File: config.mk
export PLATFORM = sky130hd
export DESIGN_NAME = axi_wr_arbiter
export DESIGN_NICKNAME = d
export VERILOG_FILES = /design/src/rtl/axi_wr_arbiter.sv
export SDC_FILE = /design/constraint.sdc
export NUM_CORES = 1
export LEC_CHECK = 0
export CORE_AREA = 2 2 104 106
export CTS_CLUSTER_DIAMETER = 150
export DETAILED_ROUTE_END_ITERATION = 16
export DIE_AREA = 0 0 106 108
export PLACE_DENSITY = 0.73
export RECOVER_POWER = 100
export SYNTH_ARGS = -nofsm -noshare
export SYNTH_HDL_FRONTEND = slang
export SYNTH_SLANG_ARGS = --single-unit
File: constraint.sdc
create_clock -name clk -period 1.8 [get_ports clk]
set_input_delay 0.45 -clock clk [delete_from_list [all_inputs] [get_ports clk]]
set_output_delay 0.45 -clock clk [all_outputs]
set_load 0.005 [all_outputs]
File: src/rtl/axi_wr_arbiter.sv
// Two-requester AXI write-channel arbiter: round-robin address grant, one burst in flight,
// per-requester outstanding-response limit and B-channel routing on bid[0].
module axi_wr_arbiter #(
    parameter int unsigned OUTS_MAX = 8
) (
    input  logic        clk,
    input  logic        rst,
    input  logic [31:0] m0_awaddr,
    input  logic [3:0]  m0_awlen,
    input  logic        m0_awvalid,
    output logic        m0_awready,
    input  logic [31:0] m0_wdata,
    input  logic [3:0]  m0_wstrb,
    input  logic        m0_wvalid,
    output logic        m0_wready,
    output logic        m0_bvalid,
    input  logic [31:0] m1_awaddr,
    input  logic [3:0]  m1_awlen,
    input  logic        m1_awvalid,
    output logic        m1_awready,
    input  logic [31:0] m1_wdata,
    input  logic [3:0]  m1_wstrb,
    input  logic        m1_wvalid,
    output logic        m1_wready,
    output logic        m1_bvalid,
    output logic [3:0]  awid,
    output logic [31:0] awaddr,
    output logic [3:0]  awlen,
    output logic [2:0]  awsize,
    output logic [1:0]  awburst,
    output logic [1:0]  awlock,
    output logic [3:0]  awcache,
    output logic [2:0]  awprot,
    output logic        awvalid,
    input  logic        awready,
    output logic [3:0]  wid,
    output logic [31:0] wdata,
    output logic [3:0]  wstrb,
    output logic        wlast,
    output logic        wvalid,
    input  logic        wready,
    input  logic [3:0]  bid,
    input  logic [1:0]  bresp,
    input  logic        bvalid,
    output logic        bready,
    output logic        idle
);
    typedef enum logic [1:0] {IDLE, ADDR, DATA} state_t;

    localparam logic [3:0] OUTS_LIM = 4'(OUTS_MAX);

    state_t      state;
    logic        grant;
    logic        last_grant;
    logic [3:0]  beat_cnt;
    logic [3:0]  len_q;
    logic [3:0]  bpend0;
    logic [3:0]  bpend1;

    logic        elig0, elig1;
    logic        in_addr, in_data;
    logic        w_hs;
    logic        inc0, inc1, dec0, dec1;
    logic [31:0] g_awaddr, g_wdata;
    logic [3:0]  g_awlen, g_wstrb;
    logic        g_wvalid;
    logic        unused_bits;

    // A requester sitting at its outstanding limit is skipped rather than waited on.
    assign elig0 = m0_awvalid && (bpend0 < OUTS_LIM);
    assign elig1 = m1_awvalid && (bpend1 < OUTS_LIM);

    assign in_addr = (state == ADDR);
    assign in_data = (state == DATA);

    assign g_awaddr = grant ? m1_awaddr : m0_awaddr;
    assign g_awlen  = grant ? m1_awlen  : m0_awlen;
    assign g_wdata  = grant ? m1_wdata  : m0_wdata;
    assign g_wstrb  = grant ? m1_wstrb  : m0_wstrb;
    assign g_wvalid = grant ? m1_wvalid : m0_wvalid;

    assign awid    = {3'b000, grant};
    assign awaddr  = in_addr ? g_awaddr : 32'd0;
    assign awlen   = in_addr ? g_awlen : 4'd0;
    assign awsize  = 3'b010;
    assign awburst = 2'b01;
    assign awlock  = 2'b00;
    assign awcache = 4'b0000;
    assign awprot  = 3'b000;
    assign awvalid = in_addr;

    assign m0_awready = in_addr && !grant && awready;
    assign m1_awready = in_addr && grant && awready;

    assign wid    = {3'b000, grant};
    assign wdata  = in_data ? g_wdata : 32'd0;
    assign wstrb  = in_data ? g_wstrb : 4'd0;
    assign wvalid = in_data && g_wvalid;
    assign wlast  = in_data && (beat_cnt == len_q);
    assign w_hs   = wvalid && wready;

    assign m0_wready = in_data && !grant && wready;
    assign m1_wready = in_data && grant && wready;

    assign bready    = 1'b1;
    assign m0_bvalid = bvalid && !bid[0];
    assign m1_bvalid = bvalid && bid[0];

    assign inc0 = in_addr && awready && !grant;
    assign inc1 = in_addr && awready && grant;
    assign dec0 = bvalid && !bid[0];
    assign dec1 = bvalid && bid[0];

    assign idle = (state == IDLE) && (bpend0 == 4'd0) && (bpend1 == 4'd0);

    assign unused_bits = ^{bid[3:1], bresp};

    // Coincident issue and retire cancel; a stray response never wraps the count.
    function automatic logic [3:0] pend_next(input logic [3:0] cur, input logic inc,
                                             input logic dec);
        if (inc && !dec)
            return cur + 4'd1;
        if (dec && !inc && (cur != 4'd0))
            return cur - 4'd1;
        return cur;
    endfunction

    always_ff @(posedge clk) begin
        if (rst) begin
            state      <= IDLE;
            grant      <= 1'b0;
            last_grant <= 1'b0;
            beat_cnt   <= 4'd0;
            len_q      <= 4'd0;
            bpend0     <= 4'd0;
            bpend1     <= 4'd0;
        end else begin
            bpend0 <= pend_next(bpend0, inc0, dec0);
            bpend1 <= pend_next(bpend1, inc1, dec1);
            case (state)
                IDLE: begin
                    if (elig0 || elig1) begin
                        grant <= (elig0 && elig1) ? !last_grant : elig1;
                        state <= ADDR;
                    end
                end
                ADDR: begin
                    if (awready) begin
                        beat_cnt <= 4'd0;
                        len_q    <= g_awlen;
                        state    <= DATA;
                    end
                end
                DATA: begin
                    if (w_hs) begin
                        beat_cnt <= beat_cnt + 4'd1;
                        if (wlast) begin
                            last_grant <= grant;
                            state      <= IDLE;
                        end
                    end
                end
                default: state <= IDLE;
            endcase
        end
    end
endmodule

## Yosys cells after proc, flatten, opt, wreduce, memory -nomap -nowiden

Cells that the tools add are included.

- Register bits: 20
- Input port bits: 159
- Output and inout bits: 105
- Word-level logic and storage cells: 105

- $add $sub $neg: 5
- $lt $le $gt $ge: 2
- Equality and inequality tests: 7
- Muxes and demuxes: 36
- Reduce and logical (&&, ||, !) cells: 48

Operators with widths:

| operator | count |
|---|---|
| 2-to-1 mux 32 bit | 4 |
| 2-to-1 mux 4 bit | 14 |
| logical AND 1 bit | 27 |
| adder 4 x 1 -> 4 bit (second input constant) | 3 |
| 2-to-1 mux 1 bit | 12 |
| logical NOT 4 bit | 2 |
| < comparator 4 bit (second input constant) | 2 |
| 2-to-1 mux 2 bit | 4 |
| case mux 4 bit (2 select lines) | 1 |
| nonzero test 4 bit | 2 |
| subtractor 4 x 1 -> 4 bit (second input constant) | 2 |
| logical NOT 1 bit | 7 |
| case mux 2 bit (3 select lines) | 1 |
| AND reduction 3 bit | 2 |
| nonzero test 2 bit | 3 |
| == test 4 bit | 1 |
| inequality test 2 x 1 -> 1 bit (second input constant) | 2 |
| inequality test 2 bit (second input constant) | 2 |
| AND reduction 2 bit | 2 |
| AND reduction 4 bit | 1 |
| == test 2 x 1 -> 1 bit (second input constant) | 1 |
| == test 2 bit (second input constant) | 1 |
| logical NOT 2 bit | 1 |
| logical OR 1 bit | 1 |

## Depth between registers and ports, before layout

- Depth after elaboration: 11
- Mapped depth: 6
- Mapped depth without buffers: 5

## Worst setup path after synthesis

No wires, ideal clock.

- Kind: reg2out
- Start: register grant
- End: output wdata[10]
- Arrival time: 1.357 ns
- Data required time: 1.350 ns
- Setup slack: -0.007 ns
- Cell stages (with the launch flop): 6
- Buffers on the path: 3
- Cell sequence: dfxtp_1 buf_2 buf_2 buf_2 mux2i_1 nor2_1

- Cells in the longest elaborated chain, start to end: 2

RTL lines:

| item | line | source |
|---|---|---|
| start: declaration | 53 | `logic grant;` |
| start signal: assignment | 143 | `grant <= (elig0 && elig1) ? !last_grant : elig1;` |
| 2-to-1 mux 32 bit | 78 | `assign g_wdata = grant ? m1_wdata : m0_wdata;` |
| 2-to-1 mux 32 bit | 96 | `assign wdata = in_data ? g_wdata : 32'd0;` |
| end: declaration | 37 | `output logic [31:0] wdata,` |

No other way between the ends.

## Final worst setup path

- Start: register grant
- End: output wdata[7]

Same word-level chain as after synthesis.

==> flow_summary_export.csv <==
group,metric,value,unit
timing,min_period,1.98,ns
worst_hold_path,holdPathEnd,"len_q[2]$_SDFFE_PP0N_",
layout,num_antenna_cells,0,
power,p_comb_share,64.7,%
detailed_routing,ant_nets,0,
power,peakVddDrop,0.000285,V
clocking,clkSinkCount,20,
synthesis,synth_edf_count,0,
floorplanning,dieArea,0.0114,mm2
synthesis,synth_area,0.00245,mm2
grt,antenna_found_initial,0,
synthesis,ys_seq_elements,20,
timing,rsz0062_at_grt,"yes",
floorplanning,rows,37,
floorplanning,die_w,106,um
power,power_frac_seq,18.4,%
clocking,cts_buffers,3,
power,internal-power,1.86,mW
detailed_routing,firstDrtPassIters,4,
worst_setup_path,start_kind,"register",
clocking,clockBufferDepth,2,
timing,skew,0.00390,ns
detailed_routing,viasPerCell,4.49,
grt,grt_first_pass_wirelength,18900,um
timing,finalMaxSlewViolations,0,
flow_run,drv_cap,0,
floorplanning,die_y,108,um
grt,grt_usage,21.4,%
worst_setup_path,r2r_slack,-0.07,ns
synthesis,synth_top_area_share,31.0,%
timing,max_freq,0.506,GHz
worst_setup_path,critPathSlowestCell,"dfxtp_4",
timing,finalSetupViolCount,58,
worst_hold_path,hold_start,"len_q[2]$_SDFFE_PP0N_",
worst_setup_path,rr_worst_depth,7,
worst_setup_path,reg2reg_from,"state[1]$_SDFFE_PP0P_",
synthesis,syn-mean-instance-area,7.55,um2
worst_setup_path,critPathBufInv,4,
timing,whs,0.518,ns
synthesis,ys_types,44,
detailed_routing,routed_wl,13200,um
grt,grt_max_degree,29,
detailed_routing,via_count,3541,
detailed_routing,wl_per_cell,16.7,um
worst_setup_path,required,1.35,ns
synthesis,seq_area_frac_synth,16.3,%
layout,drive_gt1_share,36.8,%
worst_hold_path,min_path_cells,2,
placement,placed_area,0.00524,mm2
clocking,cts_tree,"yes",
worst_setup_path,cpMostUsedCell,"buf_12",
power,total_power,2.70,mW
layout,post-route-util,57.5,%
placement,dp_hpwl,9540,um
power,swShare,31.3,%
timing,hold_violations,0,
worst_setup_path,critical_path.cell_chain,"buf_12, buf_12, buf_6, mux2i_1, nor2_1, buf_2",
floorplanning,core-area,0.0102,mm2
floorplanning,pin_count,264,
placement,routabilityCongestion,0.854,
worst_setup_path,cp_top_family,"buffers and inverters",
placement,io_buffers,237,
clocking,holdBufCountCts,0,
placement,post-place-cells,723,
worst_setup_path,arrival,1.53,ns
synthesis,synth_area_leaders,"mux2i_1 (31%), dfxtp_1 (16%), nor2_1 (13%)",
clocking,cts.reportedPaths.clkPinSlew,0.08,ns
timing,post-route-worst-setup-slack,-0.178,ns
layout,final_cell_count_no_fill,789,
synthesis,synthCells,325,
floorplanning,start_util,24.0,%
worst_hold_path,hold_path.class,"reg -> reg",
power,clkPwrFrac,16.8,%
layout,final_area,0.00588,mm2
worst_setup_path,worstSetupPathType,"reg -> out",
worst_setup_path,end_kind,"output port",
clocking,cts_root_buf,"clkbuf_8",
layout,nNetsFinal,818,
worst_setup_path,r2r_end,"bpend1[0]$_SDFFE_PP0P_",
worst_setup_path,critical_path.max_fanout,7,
timing,setup-tns-final,-3.56,ns
synthesis,async_flop_share,0,%
timing,min_period_over_period,110,%
power,power.density,460,mW/mm2
status,outcome,"complete, but fails checks",
grt,grt_overflow_total,0,
grt,first_global_vias,3563,
layout,syn2layout_area_growth,140,%
placement,place_ws,-0.419,ns
detailed_routing,first_iter_violations,105,
synthesis,synth_area_leader_cell,"mux2i_1",
power,p_leak,2.65,nW
synthesis,synth_top_flop_cell,"dfxtp_1",
clocking,clock_latency,0.26,ns
synthesis,ys_warn_count,0,
power,p_switching,848,uW
status,failed_checks,"negative setup slack",
clocking,cts_max_level,1,
worst_setup_path,slowest_delay,0.40,ns
detailed_routing,drc,0,
-- worst register-to-register path: cells and delay by family (launching register included) --
family,cells,cell delay (ns)
compound gates,2,0.27
buf+inv,3,0.59
flops,1,0.36
simple gates,2,0.59
-- cells in the final DEF (no fill, tap or decap), types with 3 or more instances in the layout --
cell type	n
nor2_2	10
o21ai_0	3
nand2_1	7
clkbuf_8	3
buf_8	5
inv_1	4
buf_6	37
clkdlybuf4s15_1	4
inv_2	5
buf_4	60
mux2i_2	7
dlygate4sd2_1	12
ha_1	3
mux2i_1	66
nor2_1	74
buf_12	10
xnor2_1	6
a211oi_1	4
dfxtp_1	14
nor2b_1	3
dfxtp_2	4
nand2b_4	3
conb_1	21
a21oi_1	8
clkdlybuf4s50_1	150
nand3_1	3
buf_2	55
mux2i_4	3
clkbuf_2	15
nor3_1	8
-- Yosys cell counts (all sizes together), types with 3 or more instances --
cell,instances
nor2,85
mux2i,76
buf,39
dfxtp,20
nor3,10
inv,9
a21oi,8
clkbuf,7
nand2,7
xnor2,6
a211oi,5
ha,5
nor2b,4
o21ai,4
and3,3
nand2b,3
nand3,3
-- power by group through the flow --
stage	Combinational, mW	Clock [mW]	Sequential, mW
after floorplan	0.579	0	0.496
after global placement	1.35	0	0.503
after detailed placement	1.37	0	0.504
after CTS	1.76	0.461	0.495
after global routing	1.86	0.481	0.503
final	1.75	0.456	0.499
-- logic make-up after synthesis --
group                    Yosys count  synth area share [%]
other                              2                 0.306
XOR/XNOR                           6                  2.14
buffers and inverters             55                  13.1
flip-flops                        20                  16.3
multiplexers                      77                  31.4
AO/OA/AOI/OAI                     33                  10.5
adder cells (fa/ha/maj)            5                  2.55
AND/OR/NAND/NOR                  127                  23.6
-- final cells by class --
class,count,area [um2]
Multi-Input combinational cell,269,2000
Fill cell,921,4350
Inverter,9,33.8
Sequential cell,20,413
Clock inverter,1,30.0
Timing Repair Buffer,351,3190
Tap cell,136,170
Clock buffer,3,41.3
-- how the worst max path moves through the flow --
| stage | startpoint | slack (ns) | endpoint | cells after the start |
|---|---|---|---|---|
| 3_3_place_gp | awready | -0.43 | m1_awready | 4 |
| 6_report | grant$_SDFFE_PP0P_ | -0.18 | wdata[7] | 6 |
| 4_1_cts | grant$_SDFFE_PP0P_ | -0.22 | awlen[2] | 5 |
| 2_1_floorplan | grant$_SDFFE_PP0P_ | -0.007 | wdata[10] | 5 |
| 3_5_place_dp | awready | -0.42 | m1_awready | 4 |
| 5_1_grt | grant$_SDFFE_PP0P_ | -0.18 | awlen[2] | 4 |
-- state kept, by name, summed over array words and instances, names as in the netlist --
name        flops
beat_cnt        4
last_grant      1
bpend0          4
state           2
grant           1
bpend1          4
len_q           4
-- what timing repair did --
action                     in CTS  in global routing
cloned                          7                  0
setup endpoints to repair      88                 89
pin swaps                      24                 31
buffers inserted               55                 15
resized for setup             317                 87
-- per-layer routing --
| layer | wire length (um) | vias to the layer above | part of all wire, % | GRT usage (%) |
|---|---|---|---|---|
| li1 | - | 1737 | - | - |
| met1 | 5460 | 1635 | 41 | 26.0 |
| met2 | 6770 | 157 | 51 | 40.0 |
| met3 | 749 | 12 | 5.7 | 2.65 |
| met4 | 204 | 0 | 1.5 | 5.26 |
| met5 | 0 | - | 0 | 0 |
(Power assumes the default switching activity.)
